--- src/rtl/tinyalu_responder.sv ---
// TinyALU responder: start/done handshake, single-cycle add/and/xor, pipelined multiply.
// Optional TINYALU_RESP_ERR_EN: reserved opcodes complete with err pulse and result 16'hDEAD.
module tinyalu_responder #(
  parameter int MUL_STAGES = 3
) (
  input  logic        clk,
  input  logic        reset,
  input  logic [7:0]  A,
  input  logic [7:0]  B,
  input  logic [2:0]  op,
  input  logic        start,
  output logic        done,
  output logic [15:0] result,
  output logic        busy
`ifdef TINYALU_RESP_ERR_EN
  ,
  output logic        err
`endif
);

  typedef enum logic [1:0] {S_IDLE, S_EXEC, S_MUL, S_HOLD} state_t;

  localparam logic [2:0] OP_ADD = 3'b001;
  localparam logic [2:0] OP_AND = 3'b010;
  localparam logic [2:0] OP_XOR = 3'b011;
  localparam logic [2:0] OP_MUL = 3'b100;
  localparam logic [2:0] OP_RST = 3'b111;

  state_t      state_q, state_d;
  logic        start_q, start_d;
  logic [7:0]  a_q, a_d, b_q, b_d;
  logic [2:0]  op_q, op_d;
  logic [2:0]  cnt_q, cnt_d;
  logic [11:0] pp_lo_q, pp_lo_d, pp_hi_q, pp_hi_d;
  logic        done_q, done_d;
  logic [15:0] result_q, result_d;
  logic        busy_q, busy_d;
  logic        err_q, err_d;
  logic        accept;

  assign accept = (state_q == S_IDLE) && start && !start_q;

  always_comb begin
    state_d  = state_q;
    start_d  = start;
    a_d      = a_q;
    b_d      = b_q;
    op_d     = op_q;
    cnt_d    = cnt_q;
    pp_lo_d  = pp_lo_q;
    pp_hi_d  = pp_hi_q;
    done_d   = 1'b0;
    err_d    = 1'b0;
    result_d = result_q;
    busy_d   = busy_q;
    unique case (state_q)
      S_IDLE: begin
        if (accept) begin
          a_d  = A;
          b_d  = B;
          op_d = op;
          case (op)
            OP_ADD, OP_AND, OP_XOR: begin
              state_d = S_EXEC;
              busy_d  = 1'b1;
            end
            OP_MUL: begin
              state_d = S_MUL;
              busy_d  = 1'b1;
              cnt_d   = 3'(MUL_STAGES - 1);
            end
            OP_RST: result_d = 16'h0000;
`ifdef TINYALU_RESP_ERR_EN
            3'b101, 3'b110: begin
              state_d = S_EXEC;
              busy_d  = 1'b1;
            end
`endif
            default: ;
          endcase
        end
      end
      S_EXEC: begin
        done_d  = 1'b1;
        busy_d  = 1'b0;
        state_d = S_HOLD;
        case (op_q)
          OP_ADD:  result_d = {8'h00, a_q} + {8'h00, b_q};
          OP_AND:  result_d = {8'h00, a_q & b_q};
          OP_XOR:  result_d = {8'h00, a_q ^ b_q};
          default: begin
`ifdef TINYALU_RESP_ERR_EN
            result_d = 16'hDEAD;
            err_d    = 1'b1;
`endif
          end
        endcase
      end
      S_MUL: begin
        // Two 8x4 partial products are registered; the final edge sums them.
        pp_lo_d = {4'h0, a_q} * {8'h00, b_q[3:0]};
        pp_hi_d = {4'h0, a_q} * {8'h00, b_q[7:4]};
        if (cnt_q == 3'd0) begin
          result_d = {4'h0, pp_lo_q} + {pp_hi_q, 4'h0};
          done_d   = 1'b1;
          busy_d   = 1'b0;
          state_d  = S_HOLD;
        end else begin
          cnt_d = cnt_q - 3'd1;
        end
      end
      S_HOLD: begin
        if (!start) state_d = S_IDLE;
      end
      default: state_d = S_IDLE;
    endcase
  end

  always_ff @(posedge clk) begin
    if (reset) begin
      state_q  <= S_IDLE;
      start_q  <= 1'b0;
      a_q      <= '0;
      b_q      <= '0;
      op_q     <= '0;
      cnt_q    <= '0;
      pp_lo_q  <= '0;
      pp_hi_q  <= '0;
      done_q   <= 1'b0;
      err_q    <= 1'b0;
      result_q <= '0;
      busy_q   <= 1'b0;
    end else begin
      state_q  <= state_d;
      start_q  <= start_d;
      a_q      <= a_d;
      b_q      <= b_d;
      op_q     <= op_d;
      cnt_q    <= cnt_d;
      pp_lo_q  <= pp_lo_d;
      pp_hi_q  <= pp_hi_d;
      done_q   <= done_d;
      err_q    <= err_d;
      result_q <= result_d;
      busy_q   <= busy_d;
    end
  end

  assign done   = done_q;
  assign result = result_q;
  assign busy   = busy_q;
`ifdef TINYALU_RESP_ERR_EN
  assign err    = err_q;
`else
  logic unused_err;
  assign unused_err = err_q;
`endif

endmodule

--- config.mk ---
export PLATFORM = sky130hd
export DESIGN_NAME = tinyalu_responder
export DESIGN_NICKNAME = d
export VERILOG_FILES = /design/src/rtl/tinyalu_responder.sv
export SDC_FILE = /design/constraint.sdc
export NUM_CORES = 1
export LEC_CHECK = 0
export ABC_CLOCK_PERIOD_IN_PS = 4400
export BUFFER_PORTS_ARGS = -buffer_cell sky130_fd_sc_hd__buf_2
export CORE_MARGIN = 2
export CORE_UTILIZATION = 35
export CTS_BUF_LIST = sky130_fd_sc_hd__clkbuf_8
export DETAILED_ROUTE_END_ITERATION = 6
export GPL_TIMING_DRIVEN = 0
export MAX_ROUTING_LAYER = met4
export PLACE_DENSITY = 0.58
export SLEW_MARGIN = 10
export SYNTH_ARGS = -nofsm -noshare
export SYNTH_HDL_FRONTEND = slang
export SYNTH_SLANG_ARGS = --single-unit
--- constraint.sdc ---
create_clock -name clk -period 4.4 [get_ports clk]
set_input_delay 0.66 -clock clk [delete_from_list [all_inputs] [get_ports clk]]
set_output_delay 0.66 -clock clk [all_outputs]
set_load 0.02 [all_outputs]
==> impl_metrics.env <==
export IMPL_globalRoute_totalOverflow=0
export IMPL_detail_route_drc_violations=0
export IMPL_cap_violations=0
export IMPL_drive_gt1_frac=0.0950
export IMPL_synthSimpleGateAreaFrac=0.209
export IMPL_filler_cell_count=1486
export IMPL_worstReg2RegEnd="pp_hi_q[11]$_SDFFE_PP0P_"
export IMPL_async_flop_share=0
export IMPL_synth_top_cell_area_share=0.256
export IMPL_multi_input_comb_area_um2=3590
export IMPL_clockRootBuffer="sky130_fd_sc_hd__clkbuf_8"
export IMPL_drt_pass1_iterations=5
export IMPL_cts_repair_resizes=0
export IMPL_preCtsSetupSlack_ns=0.697
export IMPL_post_route_period_util=0.843
export IMPL_chipWidth_um=126
export IMPL_clkSinkCount=67
export IMPL_setup_worst_path_end_class="register"
export IMPL_synth_mux_area_frac=0.0256
export IMPL_worst_r2r_cell_count=11
export IMPL_post_synthesis_net_count=745
export IMPL_worstPathRequired_ns=4.62
export IMPL_fin_skew_ns=0.0118
export IMPL_r2r_slack_ns=0.69
export IMPL_grt_total_usage=0.196
export IMPL_grt_pass1_wl_mm=23.9
export IMPL_critPathMaxFanout=9
export IMPL_report_final_hold_viol_count=0
export IMPL_core_rowCount=44
export IMPL_placeableCoreArea_um2=14600
export IMPL_wire_per_inst_um=16.8
export IMPL_initialDrtViolationCount=274
export IMPL_synthesis_instances=641
export IMPL_period_minus_slack_ns=3.71
export IMPL_h_tree_depth=3
export IMPL_ioPinCount=40
export IMPL_finalPower_mw=1.47
export IMPL_netlist_cell_type_count=57
export IMPL_clk_transition_reported_paths_ns=0.08
export IMPL_outcome="completed"
export IMPL_layout_cells_most_common="sky130_fd_sc_hd__nand2_1"
export IMPL_clock_power_share=0.308
export IMPL_synthDominantAreaCellType="sky130_fd_sc_hd__dfxtp_1"
export IMPL_sum_of_routed_wire_length_over_all_layers_mm=14.7
export IMPL_grt_max_degree=12
export IMPL_power_net_switching_uw=516
export IMPL_initial_core_util=0.359
export IMPL_power_share_switching=0.352
export IMPL_dp_final_hpwl_mm=11.4
export IMPL_worstReg2RegStart="a_q[0]$_SDFFE_PP0P_"
export IMPL_cp_data_arrival_time_ns=3.93
export IMPL_pwr_density_nw_per_um2=252
export IMPL_ant_nets=0
export IMPL_dieHeight_um=126
export IMPL_io_buffer_count=39
export IMPL_synthFlopType="sky130_fd_sc_hd__dfxtp_1"
export IMPL_combPwrFrac=0.227
export IMPL_ys_seq_area_frac=0.256
export IMPL_post_synth_cell_area_avg_um2=8.17
export IMPL_ys_ff_latch=67
export IMPL_synth_warnings=0
export IMPL_synth_top_family_by_area="adder cells"
export IMPL_final_max_slew_viol_count=0
export IMPL_dr_wl_met3_um=740
export IMPL_layout_area_seq_um2=1340
export IMPL_timing_slew_headroom=0.461
export IMPL_highest_layer="met4"
export IMPL_min_delay_path_class="register to register"
export IMPL_cts_path_max_buffers=2
export IMPL_vias_per_cell=5.30
export IMPL_routedLengthMet1_mm=7.20
export IMPL_synth_edff_count=0
export IMPL_gp_congestion=0.887
export IMPL_critical_path_class="register to register"
export IMPL_leakage_power_summed_over_all_cells_nw=2.59
export IMPL_post_synth_xor_area_fraction=0.0284
export IMPL_synth_compound_area_share=0.190
export IMPL_setup_violation_total_in_the_final_timing_report=0
export IMPL_tritoncts_num_buffers=9
export IMPL_setup_worst_path_start_class="register"
export IMPL_cts_hold_buf=0
export IMPL_dominant_cells_by_area_after_synthesis="sky130_fd_sc_hd__dfxtp_1 (26%), sky130_fd_sc_hd__ha_1 (13%), sky130_fd_sc_hd__fa_1 (9.9%)"
export IMPL_worst_ir_drop_vdd_mv=0.181
export IMPL_tightest_slew_ns=0.806
export IMPL_fin_tns_setup_ns=0
export IMPL_worst_hold_path_num_cells=2
export IMPL_p_seq_frac=0.465
export IMPL_met2_wirelength_mm=6.52
export IMPL_dr_total_vias=4656
export IMPL_clock_fmax_mhz=270
export IMPL_timing_hold_worst_start="result[10]$_SDFFE_PP0P_"
export IMPL_nets=795
export IMPL_timing_hold_worst_endpoint="result[10]$_SDFFE_PP0P_"
export IMPL_worstSkewPairLatency_ns=0.37
export IMPL_antenna_cells=0
export IMPL_layout_cells_most_common_list="sky130_fd_sc_hd__nand2_1 (84), sky130_fd_sc_hd__dfxtp_1 (67), sky130_fd_sc_hd__inv_1 (56), sky130_fd_sc_hd__ha_1 (56), sky130_fd_sc_hd__nor2_1 (49)"
export IMPL_rsz0062_at_grt="no"
export IMPL_synth_area_in_adders=0.233
export IMPL_post_cts_repair_setup_buffers=0
export IMPL_clock_tree_from_tritoncts="built"
export IMPL_post_synth_instance_area_um2=5240
export IMPL_synthToLayoutAreaGrowth_pct=11.2
export IMPL_first_global_vias=4569
export IMPL_internal_power_uw=951
export IMPL_antenna_found_initial=0
export IMPL_dieArea_um2=16000
export IMPL_final_setup_worst_slack_ns=0.690
export IMPL_layout_core_utilization=0.399
[metrics by stage]
stage	instance area (um2)	cells	hold slack [ns]
2_1_floorplan	5240	641	0.445
3_3_place_gp	5660	864	0.453
3_5_place_dp	5660	864	0.460
4_1_cts	5820	879	0.471
5_1_grt	5820	879	0.486
6_report	5820	879	0.467
[critical path, stage by stage, from the launching register on]
cell,delay [ns]
sky130_fd_sc_hd__dfxtp_1,0.58
sky130_fd_sc_hd__nand2_1,0.15
sky130_fd_sc_hd__fa_1,0.53
sky130_fd_sc_hd__fa_1,0.62
sky130_fd_sc_hd__inv_1,0.06
sky130_fd_sc_hd__ha_1,0.31
sky130_fd_sc_hd__a211oi_1,0.26
sky130_fd_sc_hd__o21bai_1,0.16
sky130_fd_sc_hd__o21ai_0,0.38
sky130_fd_sc_hd__a31oi_1,0.16
sky130_fd_sc_hd__xnor2_1,0.25
sky130_fd_sc_hd__a211oi_1,0.10
[cell type report]
class,count,share of cell area
multi-input combinational,496,0.617
sequential,67,0.230
tap,184,0.0396
inverter,56,0.0361
timing repair buffer,39,0.0335
clock buffer,9,0.0213
buffer,22,0.0159
clock inverter,6,0.00602
[logic make-up after synthesis]
family,after synthesis
muxes,13
and+or+nand+nor,232
buffers and inverters,78
xor gates and xnor gates,17
DFF,67
adders and majority gates,82
AOI/OAI and AO/OA,152
[power by group through the flow]
stage               clock (mW)  sequential, mW  combinational, mW
global route             0.490           0.688              0.375
floorplan                    0           0.679              0.231
finish                   0.452           0.682              0.333
global placement             0           0.695              0.322
detailed placement           0           0.697              0.331
CTS                      0.471           0.683              0.332
[registers in the layout, summed over array words and instances (netlist names)]
name,count
pp_hi_q,12
a_q,8
state_q,2
cnt_q,3
done,1
busy,1
op_q,3
b_q,8
start_q,1
pp_lo_q,12
result,16
[synth_stat cells (11+ instances only)]
cell / number
sky130_fd_sc_hd__dfxtp_1: 67
sky130_fd_sc_hd__ha_1: 56
sky130_fd_sc_hd__o21ai_0: 24
sky130_fd_sc_hd__nor3_1: 11
sky130_fd_sc_hd__xnor2_1: 12
sky130_fd_sc_hd__a31oi_1: 11
sky130_fd_sc_hd__fa_1: 26
sky130_fd_sc_hd__nand2_1: 84
sky130_fd_sc_hd__inv_1: 55
sky130_fd_sc_hd__and2_1: 39
sky130_fd_sc_hd__clkbuf_1: 15
sky130_fd_sc_hd__nor2_1: 49
sky130_fd_sc_hd__a21oi_1: 42
sky130_fd_sc_hd__nand3_1: 18
sky130_fd_sc_hd__a211oi_1: 17
[per-layer routing]
layer / track usage / up-vias
met2: 0.293 / 127
met1: 0.269 / 2207
met4: 0.0608 / 0
li1: - / 2300
met3: 0.0384 / 22
met5: - / -
[how the worst max path moves through the flow]
stage / cells after the start / to / slack [ns] / start
after floorplan: 12 / pp_lo_q[10]$_SDFFE_PP0P_ / 1.31 / a_q[2]$_SDFFE_PP0P_
after CTS: 11 / pp_hi_q[11]$_SDFFE_PP0P_ / 0.67 / a_q[0]$_SDFFE_PP0P_
after detailed placement: 11 / pp_hi_q[11]$_SDFFE_PP0P_ / 0.70 / a_q[0]$_SDFFE_PP0P_
final: 11 / pp_hi_q[11]$_SDFFE_PP0P_ / 0.69 / a_q[0]$_SDFFE_PP0P_
after global placement: 11 / pp_hi_q[11]$_SDFFE_PP0P_ / 0.86 / a_q[0]$_SDFFE_PP0P_
after global routing: 11 / pp_hi_q[11]$_SDFFE_PP0P_ / 0.42 / a_q[0]$_SDFFE_PP0P_
No activity file was read; power rests on OpenSTA's default activity.
